## src/rtl/pacman_sprite_ctrl.sv

```systemverilog
// Pac-Man sprite controller.
// Selects the animated sprite frame from the heading and mouth phase.
// Arbitrates sprite ROM row fetches between the playfield renderer
// (requester 0) and the lives indicator (requester 1). Fetches are pipelined,
// so one grant can issue per cycle while the previous row is captured.
module pacman_sprite_ctrl #(
    parameter int unsigned ANIM_DIV = 4
) (
    input  logic        Clk,
    input  logic        Reset_n,
    input  logic        frame_tick,
    input  logic [1:0]  dir,
    input  logic        moving,
    input  logic        req0,
    input  logic [4:0]  row0,
    input  logic        req1,
    input  logic [4:0]  row1,
    output logic [7:0]  rom_addr,
    input  logic [31:0] rom_data,
    output logic        gnt0,
    output logic        gnt1,
    output logic [31:0] rdata,
    output logic        rvalid0,
    output logic        rvalid1,
    output logic        mouth_open
);

    typedef enum logic {
        ST_OPEN   = 1'b0,
        ST_CLOSED = 1'b1
    } anim_state_t;

    localparam logic [3:0] CNT_WRAP     = 4'(ANIM_DIV - 1);
    localparam logic [2:0] FRAME_CLOSED = 3'd4;

    anim_state_t state_q, state_d;
    logic [3:0]  anim_cnt_q, anim_cnt_d;
    logic [1:0]  cur_dir_q, cur_dir_d;
    logic        last_gnt1_q, last_gnt1_d;
    logic [7:0]  rom_addr_q, rom_addr_d;
    logic [31:0] rdata_q, rdata_d;
    logic        gnt0_q, gnt0_d;
    logic        gnt1_q, gnt1_d;
    logic        rvalid0_q, rvalid0_d;
    logic        rvalid1_q, rvalid1_d;

    logic        anim_wrap;
    logic [2:0]  anim_frame;
    logic        elig0, elig1;
    logic        pick0, pick1;

    assign anim_wrap = (anim_cnt_q == CNT_WRAP);

    // Mouth phase state register.
    always_ff @(posedge Clk or negedge Reset_n) begin
        if (!Reset_n) begin
            state_q <= ST_OPEN;
        end else begin
            state_q <= state_d;
        end
    end

    // Next mouth phase: toggles only on a frame tick while moving at the end of a phase.
    always_comb begin
        state_d = state_q;
        if (frame_tick && moving && anim_wrap) begin
            state_d = (state_q == ST_OPEN) ? ST_CLOSED : ST_OPEN;
        end
    end

    // Phase-derived outputs: mouth flag and the frame used by requester 0.
    always_comb begin
        mouth_open = (state_q == ST_OPEN);
        anim_frame = (state_q == ST_OPEN) ? {1'b0, cur_dir_q} : FRAME_CLOSED;
    end

    // Heading latch and phase counter, both advanced only on a frame tick.
    always_comb begin
        cur_dir_d  = cur_dir_q;
        anim_cnt_d = anim_cnt_q;
        if (frame_tick) begin
            cur_dir_d = dir;
            if (!moving || anim_wrap) begin
                anim_cnt_d = 4'd0;
            end else begin
                anim_cnt_d = anim_cnt_q + 4'd1;
            end
        end
    end

    // Arbiter: a requester holding a grant this cycle sits out one edge; ties go
    // to whichever side was not served most recently.
    always_comb begin
        elig0       = req0 & ~gnt0_q;
        elig1       = req1 & ~gnt1_q;
        pick0       = elig0 & (~elig1 | last_gnt1_q);
        pick1       = elig1 & ~pick0;
        gnt0_d      = pick0;
        gnt1_d      = pick1;
        rom_addr_d  = rom_addr_q;
        last_gnt1_d = last_gnt1_q;
        if (pick0) begin
            rom_addr_d  = {anim_frame, row0};
            last_gnt1_d = 1'b0;
        end else if (pick1) begin
            rom_addr_d  = {3'b000, row1};
            last_gnt1_d = 1'b1;
        end
    end

    // Return stage: capture the ROM row one cycle after its grant.
    always_comb begin
        rvalid0_d = gnt0_q;
        rvalid1_d = gnt1_q;
        rdata_d   = (gnt0_q | gnt1_q) ? rom_data : rdata_q;
    end

    // Animation and fetch pipeline registers.
    always_ff @(posedge Clk or negedge Reset_n) begin
        if (!Reset_n) begin
            anim_cnt_q  <= 4'd0;
            cur_dir_q   <= 2'b00;
            last_gnt1_q <= 1'b1;
            rom_addr_q  <= 8'd0;
            rdata_q     <= 32'd0;
            gnt0_q      <= 1'b0;
            gnt1_q      <= 1'b0;
            rvalid0_q   <= 1'b0;
            rvalid1_q   <= 1'b0;
        end else begin
            anim_cnt_q  <= anim_cnt_d;
            cur_dir_q   <= cur_dir_d;
            last_gnt1_q <= last_gnt1_d;
            rom_addr_q  <= rom_addr_d;
            rdata_q     <= rdata_d;
            gnt0_q      <= gnt0_d;
            gnt1_q      <= gnt1_d;
            rvalid0_q   <= rvalid0_d;
            rvalid1_q   <= rvalid1_d;
        end
    end

    assign rom_addr = rom_addr_q;
    assign rdata    = rdata_q;
    assign gnt0     = gnt0_q;
    assign gnt1     = gnt1_q;
    assign rvalid0  = rvalid0_q;
    assign rvalid1  = rvalid1_q;

endmodule

```

## config.mk

```make
export PLATFORM = sky130hd
export DESIGN_NAME = pacman_sprite_ctrl
export DESIGN_NICKNAME = d
export VERILOG_FILES = /design/src/rtl/pacman_sprite_ctrl.sv
export SDC_FILE = /design/constraint.sdc
export NUM_CORES = 1
export LEC_CHECK = 0
export BUFFER_PORTS_ARGS = -buffer_cell sky130_fd_sc_hd__buf_2
export CORE_UTILIZATION = 45
export CTS_BUF_LIST = sky130_fd_sc_hd__clkbuf_4
export DETAILED_ROUTE_END_ITERATION = 7
export HOLD_SLACK_MARGIN = 0.08
export PLACE_DENSITY = 0.77
export SLEW_MARGIN = 40
export SYNTH_ARGS = -nofsm -noshare
export SYNTH_HDL_FRONTEND = slang
export SYNTH_SLANG_ARGS = --single-unit
export TNS_END_PERCENT = 20
```

## constraint.sdc

```tcl
create_clock -name Clk -period 2.12 [get_ports Clk]
set_input_delay 0.106 -clock Clk [delete_from_list [all_inputs] [get_ports Clk]]
set_output_delay 0.106 -clock Clk [all_outputs]
set_load 0.02 [all_outputs]
```

# Yosys cells after proc, flatten, opt, wreduce, memory -nomap -nowiden
# Cells that the tools add are included.
[word_totals]
register_bits = 52
out_inout_bits = 45
elab_cells = 35
inputBits = 50
[classes]
n_eq_ne = 1
add_sub_neg = 1
mux = 7
n_reduce_logical = 5
bitwise = 11
[ops]
columns = ["cell", "n"]
rows = [
  ["8-bit 2-to-1 mux", 2],
  ["1-bit inverter", 5],
  ["4-bit by 1-bit adder with 4-bit output (second input constant)", 1],
  ["1-bit bitwise AND", 4],
  ["4-bit by 2-bit == test with 1-bit output (second input constant)", 1],
  ["4-bit 2-to-1 mux", 1],
  ["1-bit 2-to-1 mux", 3],
  ["3-bit 2-to-1 mux", 1],
  ["1-bit logical AND", 2],
  ["1-bit OR", 2],
  ["2-bit nonzero test", 1],
  ["1-bit zero test", 1],
  ["1-bit logical OR", 1],
]

# Longest topological paths before layout
# Gate-level depths: netlist of run 1.
[logic_depth]
depth_word = 9
depth_mapped = 5
depth_no_buf = 4

# Least setup slack after synthesis of run 1
# No wires, ideal clock.
[synth_path]
path_kind = "register -> register"
startpoint = "register gnt0_q (netlist: gnt0)"
endpoint = "register rom_addr_q[5] (netlist: rom_addr[5])"
path_buffers = 2
path_slack_ps = 761
setup_time_ps = 121
path_stages_with_launch = 6
required_ps = 1999
period_less_slack_ps = 1359
t_arrival_ps = 1238
path_cell_list = "dfrtp_1 > nand2b_4 > buf_6 > and2_1 > buf_6 > a22o_1"
[synth_via]
elab_chain_cells = 6
word_cells_on_any_way = 7
classes_between = "1 x mux; 5 x bitwise; 1 x reduce/logical"
[synth_rtl]
columns = ["item", "line_no", "rtl"]
rows = [
  ["start: declaration", "42", "logic gnt0_q, gnt0_d;"],
  ["start signal: assignment", "136", "gnt0_q <= gnt0_d;"],
  ["1-bit inverter *", "94", "elig0 = req0 & ~gnt0_q;"],
  ["1-bit bitwise AND *", "94", ""],
  ["1-bit bitwise AND *", "96", "pick0 = elig0 & (~elig1 | last_gnt1_q);"],
  ["1-bit inverter", "97", "pick1 = elig1 & ~pick0;"],
  ["1-bit bitwise AND", "97", ""],
  ["2-bit nonzero test (no line)", "n/a", ""],
  ["end signal: assignment", "134", "rom_addr_q <= rom_addr_d;"],
  ["end: declaration", "40", "logic [7:0] rom_addr_q, rom_addr_d;"],
]
# Every way passes the cells marked *; elsewhere a longest branch is shown, timed or not.
# A chain may end at the register's enable or synchronous reset.

# Final worst setup path of run 1
[layout_path]
startpoint = "register gnt1_q (netlist: gnt1)"
endpoint = "register rom_addr_q[3] (netlist: rom_addr[3])"
[layout_via]
elab_chain_cells = 8
word_cells_on_any_way = 9
classes_between = "1 x mux; 7 x bitwise; 1 x reduce/logical"
[layout_rtl]
columns = ["item", "line_no", "rtl"]
rows = [
  ["start: declaration", "43", "logic gnt1_q, gnt1_d;"],
  ["start signal: assignment", "137", "gnt1_q <= gnt1_d;"],
  ["1-bit inverter *", "95", "elig1 = req1 & ~gnt1_q;"],
  ["1-bit bitwise AND *", "95", ""],
  ["1-bit inverter", "96", ""],
  ["1-bit OR", "96", ""],
  ["1-bit bitwise AND", "96", ""],
  ["1-bit inverter", "97", ""],
  ["1-bit bitwise AND *", "97", ""],
  ["net gnt1_d", "43", ""],
  ["2-bit nonzero test (no line) *", "n/a", ""],
]
# Mark *: on every way through the listed nets, which the timed path passes. The rest lies on a longest branch.

==> flow_summary.ini, run 1 <==
[yosys]
synth_top_family_by_area = multiplexers
synth_xor_area_share_pct = 0.416
syn_nets = 195
synth-main-ff-cell = dfrtp_1
ys_ff_latch = 52
synth_top_area_cell = dfrtp_1
synth_compound_area_share_pct = 7.50
async_flop_share_pct = 100
yosys-top-cells-area = dfrtp_1 61%, mux2_2 17%, a221oi_2 3.6%
muxShareOfSynthArea_pct = 18.2
synth.distinct_cells = 28
syn_avg_cell_area_sq_um = 14.6
synth-simple-area-share_pct = 6.48
yosysSeqAreaShare_pct = 61.9
syn_area_sq_um = 2100
ys_warn_count = 0
synth_cells = 144
yosys.area_share.adder_pct = 0.595
synth_edf_count = 0
synth_top_area_share_pct = 60.7

[placed_design]
dpl_cell_area_sq_um = 2620
place.gp.congestion = 0.724
portBuffers = 94
post-dp-hpwl_um = 2880

[floorplanning]
fp-row-count = 24
core_area_sq_um = 4410
ios = 95
die_x_um = 70.4
die_h_um = 70.4
start_util_pct = 47.6
die_area_sq_um = 4950

[sta]
fmax_mhz = 526
setup_tns_ns = 0
finalCritPeriodShare_pct = 89.6
hold_viol_final = 0
rsz0062_at_grt = false
slew_violations = 0
final-setup-viol-count = 0
tightest_slew_ns = 0.491
period_needed_ns = 1.90
slew_headroom_pct = 67.2
skew_ns = 0.00751

[cells_and_area]
antenna_cells = 0
drive_above_1_share_pct = 50.0
area_growth_pct = 49.0
fillers = 324
final_util_pct = 71.0
finalInstanceArea_sq_um = 3130
nets = 338

[grt]
overflow = 0
antenna_found_initial = 0
grt_pass1_vias = 1634
grt_usage_pct = 19.5
grt_max_degree = 53
grt_pass1_wl_um = 7640

[clock_network]
cts_resized = 0
cts_buffers = 5
root_buffer = clkbuf_4
cts_sinks = 52
worstSkewPairLatency_ns = 0.35
tritoncts = yes
clk_pin_slew_worst_paths_ns = 0.14
htree_levels = 2
cts_buffer_depth = 2

[pwr]
total_power_mw = 2.90
p_leak_nw = 1.53
vdd_drop_max_v = 0.000595
power_density_nw_per_um2 = 924

[setup_path]
worstReg2RegEnd = rom_addr[3]
cp.arrival_ns = 2.14
start_kind = flip-flop
crit_type = reg2reg
required_ns = 2.36
end_kind = flip-flop
r2r_cells = 4
max_stage_delay_ns = 0.57
r2r_slack_ns = 0.22
r2r_start = gnt1
path_max_fanout = 6
path_cells = nand2b_1, a31oi_2, a221oi_2, dlygate4sd3_1
cp_slowest_cell = dlygate4sd3_1

[hold_path]
min_from = row0[2]
worstHoldPathCells = 3
min_to = rom_addr[2]
min_path_type = in2reg

[route]
wirelength_um = 4620
drt_iter0_drc = 76
firstDrtPassIters = 4
postRouteAntennaNets = 0
viasPerCell = 4.84
drc = 0
wl_per_cell_um = 13.6
num_vias = 1646

[flow_run]
maxCapViolations = 0

[outcome]
status = complete, no violations
synthesized netlist by cell type, drive strengths merged, types with 2 or more instances:
master / count
nand3: 4
inv: 14
mux2: 34
a22o: 4
buf: 6
dfrtp: 51
nor3: 6
nor2: 2
a221oi: 5
nor3b: 3
nand2b: 4
logic make-up after synthesis:
group	Yosys count
AO/OA/AOI/OAI	15
XOR/XNOR	1
buffers and inverters	20
multiplexers	34
AND/OR/NAND/NOR	21
adder cells (fa/ha/maj)	1
flip-flops	52
final cells by class:
class	count	area, sq um	share of cell area [%]
repair buffers	142	958	30.6
inverters	14	52.6	1.68
clock buffers	7	52.6	1.68
well taps	52	65.1	2.08
clock inverters	1	3.75	0.120
multi-input cells	72	698	22.3
flip-flops and latches	52	1300	41.6
worst max-delay path: cells and delay by family (launching register included):
| kind | cells | cell delay (ns) |
|---|---|---|
| AOI/OAI and AO/OA | 2 | 0.56 |
| DFF | 1 | 0.47 |
| and+or+nand+nor | 1 | 0.19 |
| buffers and inverters | 1 | 0.57 |
registers in the layout (all words and copies together), names as in the netlist:
name / cells
gnt1: 1
cur_dir_q: 2
rom_addr: 8
state_q: 1
rvalid0: 1
last_gnt1_q: 1
anim_cnt_q: 4
gnt0: 1
rdata: 32
rvalid1: 1
through the flow:
step / hold slack (ns) / setup WS [ns] / cells
floorplan: -0.190 / 0.761 / 144
global placement: 0.120 / 0.701 / 286
detailed placement: 0.119 / 0.677 / 286
CTS: 0.0833 / 0.221 / 340
global route: 0.0892 / 0.134 / 340
finish: 0.0863 / 0.221 / 340
timing repair:
item / 4_1_cts / 5_1_grt
buffers inserted: 0 / 0
endpoints found under the hold margin: 97 / 0
hold buffers: 46 / 0
power breakdown:
| group | switching (mW) | internal [mW] |
|---|---|---|
| registers | 0.142 | 1.24 |
| logic | 0.595 | 0.490 |
| clock network | 0.278 | 0.154 |
how the worst max path moves through the flow:
stage | startpoint | endpoint | slack, ns | cells after the start
after floorplan | gnt0 | rom_addr[5] | 0.76 | 5
after global placement | gnt1 | rdata[19] | 0.70 | 3
after detailed placement | gnt1 | rdata[27] | 0.68 | 3
after CTS | gnt1 | rom_addr[3] | 0.22 | 4
after global routing | gnt1 | rom_addr[0] | 0.13 | 4
final | gnt1 | rom_addr[3] | 0.22 | 4
per-layer routing:
| layer | GRT usage (%) | share of wire [%] |
|---|---|---|
| met5 | 0 | 0 |
| met4 | 5.33 | 1.6 |
| met2 | 32.6 | 49 |
| met3 | 4.04 | 6.5 |
| met1 | 25.6 | 43 |
placed cells by master, fill, tap and decap left out, types with 2 or more instances in the layout:
cell / instances
a221oi_2: 5
a22o_1: 4
buf_2: 94
clkbuf_4: 7
dfrtp_1: 51
dlygate4sd3_1: 46
inv_1: 14
mux2_1: 3
mux2_2: 31
nand2b_1: 3
nand3_1: 4
nor3_1: 6
nor3b_1: 2
Power figures use the tool's default switching activity.
==> run 2, diff against run 1 <==
- REMOVE_ABC_BUFFERS: unset -> 1
==> run 2 against run 1 <==
Critical path depth did not move. Largest cell class unchanged. Sequential power barely moved. Sequential share of layout area fell by 0.25 points. Worst hold slack got worse by 0.016 ns.
==> flow_summary.ini, run 2 (synthesized netlist as in run 1, its figures left out) <==
[outcome]
status = complete, no violations

[route]
wirelength_um = 4830
postRouteAntennaNets = 0
firstDrtPassIters = 4
num_vias = 1661
drc = 0
viasPerCell = 4.87
drt_iter0_drc = 63
wl_per_cell_um = 14.2

[sta]
final-setup-viol-count = 0
slew_headroom_pct = 52.7
fmax_mhz = 517
rsz0062_at_grt = false
fin_ws_ns = 0.187
hold_viol_final = 0
period_needed_ns = 1.93
skew_ns = 0.00572
tightest_slew_ns = 0.710
finalCritPeriodShare_pct = 91.2
slew_violations = 0
setup_tns_ns = 0

[setup_path]
r2r_slack_ns = 0.19
r2r_start = gnt1
start_kind = flip-flop
max_stage_delay_ns = 0.58
worstReg2RegEnd = rom_addr[4]
path_cells = nand2b_1, a31oi_2, a221oi_2, dlygate4sd3_1
required_ns = 2.37
path_max_fanout = 6
r2r_cells = 4
crit_buf_inv = 1
end_kind = flip-flop
crit_type = reg2reg
cp_top_family = buffers and inverters
cp.arrival_ns = 2.18
cp_slowest_cell = dlygate4sd3_1

[cells_and_area]
area_growth_pct = 49.9
largest_register_ffs = 32
nets = 339
mostFrequentLayoutCell = buf_2
layout_common_cells = 94 x buf_2, 51 x dfrtp_1, 46 x dlygate4sd3_1
drive_above_1_share_pct = 50.5
antenna_cells = 0

[grt]
antenna_found_initial = 0
overflow = 0
grt_pass1_wl_um = 8090
grt_pass1_vias = 1733
grt_usage_pct = 20.8
grt_max_degree = 33

[hold_path]
min_to = anim_cnt_q[1]
min_path_type = in2reg
worstHoldPathCells = 2
min_from = frame_tick

[pwr]
power_density_nw_per_um2 = 959
vdd_drop_max_v = 0.000573
p_leak_nw = 1.54

[clock_network]
cts_resized = 0
cts_sinks = 52
cts_buffer_depth = 2
cts_setup_buffers = 0
worstSkewPairLatency_ns = 0.35
root_buffer = clkbuf_4
cts_buffers = 5
htree_levels = 2
clk_pin_slew_worst_paths_ns = 0.13
tritoncts = yes

[floorplanning]
core_area_sq_um = 4410
die_area_sq_um = 4950
fp-row-count = 24
die_h_um = 70.4
die_x_um = 70.4
start_util_pct = 47.6
ios = 95

[placed_design]
post-dp-hpwl_um = 2910
portBuffers = 94
post-place-ws_ns = 0.682
place.gp.congestion = 0.711

[flow_run]
maxCapViolations = 0
## run 2: area by class of cell
| type | count | area [sq um] |
|---|---|---|
| timing repair buffer | 143 | 953 |
| fill | 305 | 1260 |
| inverter | 14 | 52.6 |
| clock buffer | 6 | 45.0 |
| clock inverter | 2 | 35.0 |
| sequential | 52 | 1300 |
| multi-input combinational | 72 | 698 |
| tap | 52 | 65.1 |
## run 2: where the power goes
group          total, mW  internal [mW]  switching, mW
Combinational       1.09          0.499          0.596
Sequential          1.38           1.24          0.140
Clock              0.551          0.261          0.291
Total               3.02           2.00           1.03
## run 2: stage by stage
step	utilization, %	std cells	power (mW)	hold slack (ns)	instance area, sq um
after global placement	59.2	287	2.38	0.176	2610
final	71.4	341	3.02	0.0702	3150
after CTS	71.6	342	3.05	0.0825	3160
after global routing	71.4	341	3.19	0.0956	3150
after floorplan	-	138	2.03	-0.190	2050
after detailed placement	59.2	287	2.40	0.190	2610
## run 2: worst max-delay path by stage
stage | cells past startpoint | from | end | slack, ns
finish | 4 | gnt1 | rom_addr[4] | 0.19
global route | 4 | gnt1 | rom_addr[4] | 0.09
CTS | 5 | anim_cnt_q[0] | anim_cnt_q[1] | 0.06
detailed placement | 3 | gnt1 | rdata[24] | 0.68
global placement | 3 | gnt1 | rdata[29] | 0.70
floorplan | 2 | gnt1 | rdata[0] | 0.21
## run 2: routing by layer
| layer | wire length [um] | track usage, % |
|---|---|---|
| met4 | 33 | 5.78 |
| met1 | 2020 | 26.7 |
| met2 | 2490 | 35.1 |
| met5 | 0 | 0 |
| met3 | 292 | 4.62 |
## run 2: timing repair
action | CTS | global route
endpoints found under the setup margin | 0 | 1
hold endpoints to repair | 71 | 0
hold buffers | 47 | 0
==> run 3, diff against run 2 <==
- CORE_ASPECT_RATIO: unset -> 0.5
==> run 3 against run 2 <==
Cell count is 1.8% higher. Routed wire length is 2.8% higher. Global-route usage rose by 0.079 points. Sequential share of layout area down 0.15 points. Register-to-register slack got worse by 0.04 ns. Clock-buffer cell count fell by 1. Critical endpoint is now rom_addr[3]. Largest power group unchanged.
==> flow_summary.ini, run 3 (synthesized netlist as in run 1, its figures left out) <==
[outcome]
status = complete, no violations

[cells_and_area]
finalInstanceArea_sq_um = 3160
drive_above_1_share_pct = 49.7
mostFrequentLayoutCell = buf_2
multiInputGateArea_sq_um = 698
nets = 340
largest_register_ffs = 32
fillers = 312
area_growth_pct = 50.4
antenna_cells = 0
layout_common_cells = 94 x buf_2, 51 x dfrtp_1, 47 x dlygate4sd3_1
regArea_sq_um = 1300

[floorplanning]
fp-row-count = 17
start_util_pct = 47.3
die_x_um = 98.7
die_area_sq_um = 4970
core_area_sq_um = 4450
ios = 95
die_h_um = 50.3

[grt]
grt_use_met3_pct = 4.18
antenna_found_initial = 0
grt_max_degree = 33
overflow = 0
grt_usage_pct = 20.8
grt_pass1_vias = 1788
met1_usage_pct = 23.1
grt_pass1_wl_um = 7870
busiest_layer = met2
grtUsageMet2_pct = 39.3

[setup_path]
crit_path_start = gnt1
end_kind = flip-flop
path_max_fanout = 6
start_kind = flip-flop
r2r_start = gnt1
crit_type = reg2reg
cp.arrival_ns = 2.22
required_ns = 2.37
path_cells = nand2b_1, a31oi_2, a221oi_2, dlygate4sd3_1
cp_slowest_cell = dlygate4sd3_1
max_stage_delay_ns = 0.60

[placed_design]
post-dp-hpwl_um = 3090
portBuffers = 94
place.gp.congestion = 0.752
dpl_cell_area_sq_um = 2620

[clock_network]
worstSkewPairLatency_ns = 0.37
root_buffer = clkbuf_4
clk_pin_slew_worst_paths_ns = 0.13
tritoncts = yes
cts_buffers = 5
cts_resized = 0
cts_buffer_depth = 2
cts_sinks = 52
htree_levels = 2

[route]
wirelength_um = 4960
wl_per_cell_um = 14.3
viasPerCell = 4.86
drc = 0
num_vias = 1687
drt_iter0_drc = 43
postRouteAntennaNets = 0
firstDrtPassIters = 4

[hold_path]
min_from = row0[1]
min_path_type = in2reg

[pwr]
vdd_drop_max_v = 0.000331
total_power_mw = 3.03
combPwrFrac_pct = 36.3
clockPowerShare_pct = 18.0
p_seq_share_pct = 45.7
power_density_nw_per_um2 = 956
p_leak_nw = 1.54
power.switching_mw = 1.05
p_sw_share_pct = 34.8
p_int_mw = 1.97

[sta]
period_needed_ns = 1.97
hold_viol_final = 0
slew_headroom_pct = 62.7
finalCritPeriodShare_pct = 93.0
slew_violations = 0
final-setup-viol-count = 0
fmax_mhz = 507
holdWs_ns = 0.0897
rsz0062_at_grt = false
tightest_slew_ns = 0.559
setup_tns_ns = 0
skew_ns = 0.0131

[flow_run]
maxCapViolations = 0
run 3: per-stage QoR:
step / util [%] / setup WS, ns / instances
2_1_floorplan: - / 0.210 / 138
3_3_place_gp: 58.9 / 0.745 / 292
3_5_place_dp: 58.9 / 0.689 / 292
4_1_cts: 71.4 / 0.0565 / 348
5_1_grt: 71.2 / 0.0946 / 347
6_report: 71.2 / 0.149 / 347
run 3: worst paths after layout:
kind / to / slack (ns) / cells past startpoint
hold / removal: rom_addr[1] / 0.09 / 3
hold reg to reg: rvalid0 / 0.49 / 0
min in group asynchronous: rdata[16] / 0.24 / 2
max in group asynchronous: rom_addr[6] / 1.26 / 3
setup reg to reg: rom_addr[3] / 0.15 / 4
setup / recovery: rom_addr[3] / 0.15 / 4
run 3: power groups by stage:
stage / logic, mW / registers [mW] / clock network [mW]
after floorplan: 0.368 / 1.66 / 0
after global placement: 0.987 / 1.38 / 0
after detailed placement: 1.01 / 1.40 / 0
after CTS: 1.10 / 1.38 / 0.563
after global routing: 1.17 / 1.41 / 0.593
final: 1.10 / 1.38 / 0.544
run 3: layer usage:
| layer | up-vias | wire (um) |
|---|---|---|
| met3 | 12 | 186 |
| met1 | 843 | 2020 |
| met5 | - | 0 |
| met4 | 0 | 105 |
| li1 | 790 | - |
| met2 | 42 | 2650 |
run 3: worst max-delay path, delay by kind of cell (launching register included):
| family | cells | cell delay, ns |
|---|---|---|
| compound gates | 2 | 0.59 |
| buf+inv | 1 | 0.60 |
| flops | 1 | 0.47 |
| simple gates | 1 | 0.19 |
run 3: timing repair:
item | CTS | global route
endpoints found under the hold margin | 68 | 0
setup endpoints to repair | 0 | 1
setup buffers | 0 | 0
hold buffers | 48 | 0
run 3: final cells by class:
type / count / area share [%]
Clock buffer: 5 / 1.19
Clock inverter: 3 / 1.19
Inverter: 14 / 1.66
Multi-Input combinational cell: 72 / 22.1
Sequential cell: 52 / 41.2
Tap cell: 57 / 2.25
Timing Repair Buffer: 144 / 30.5
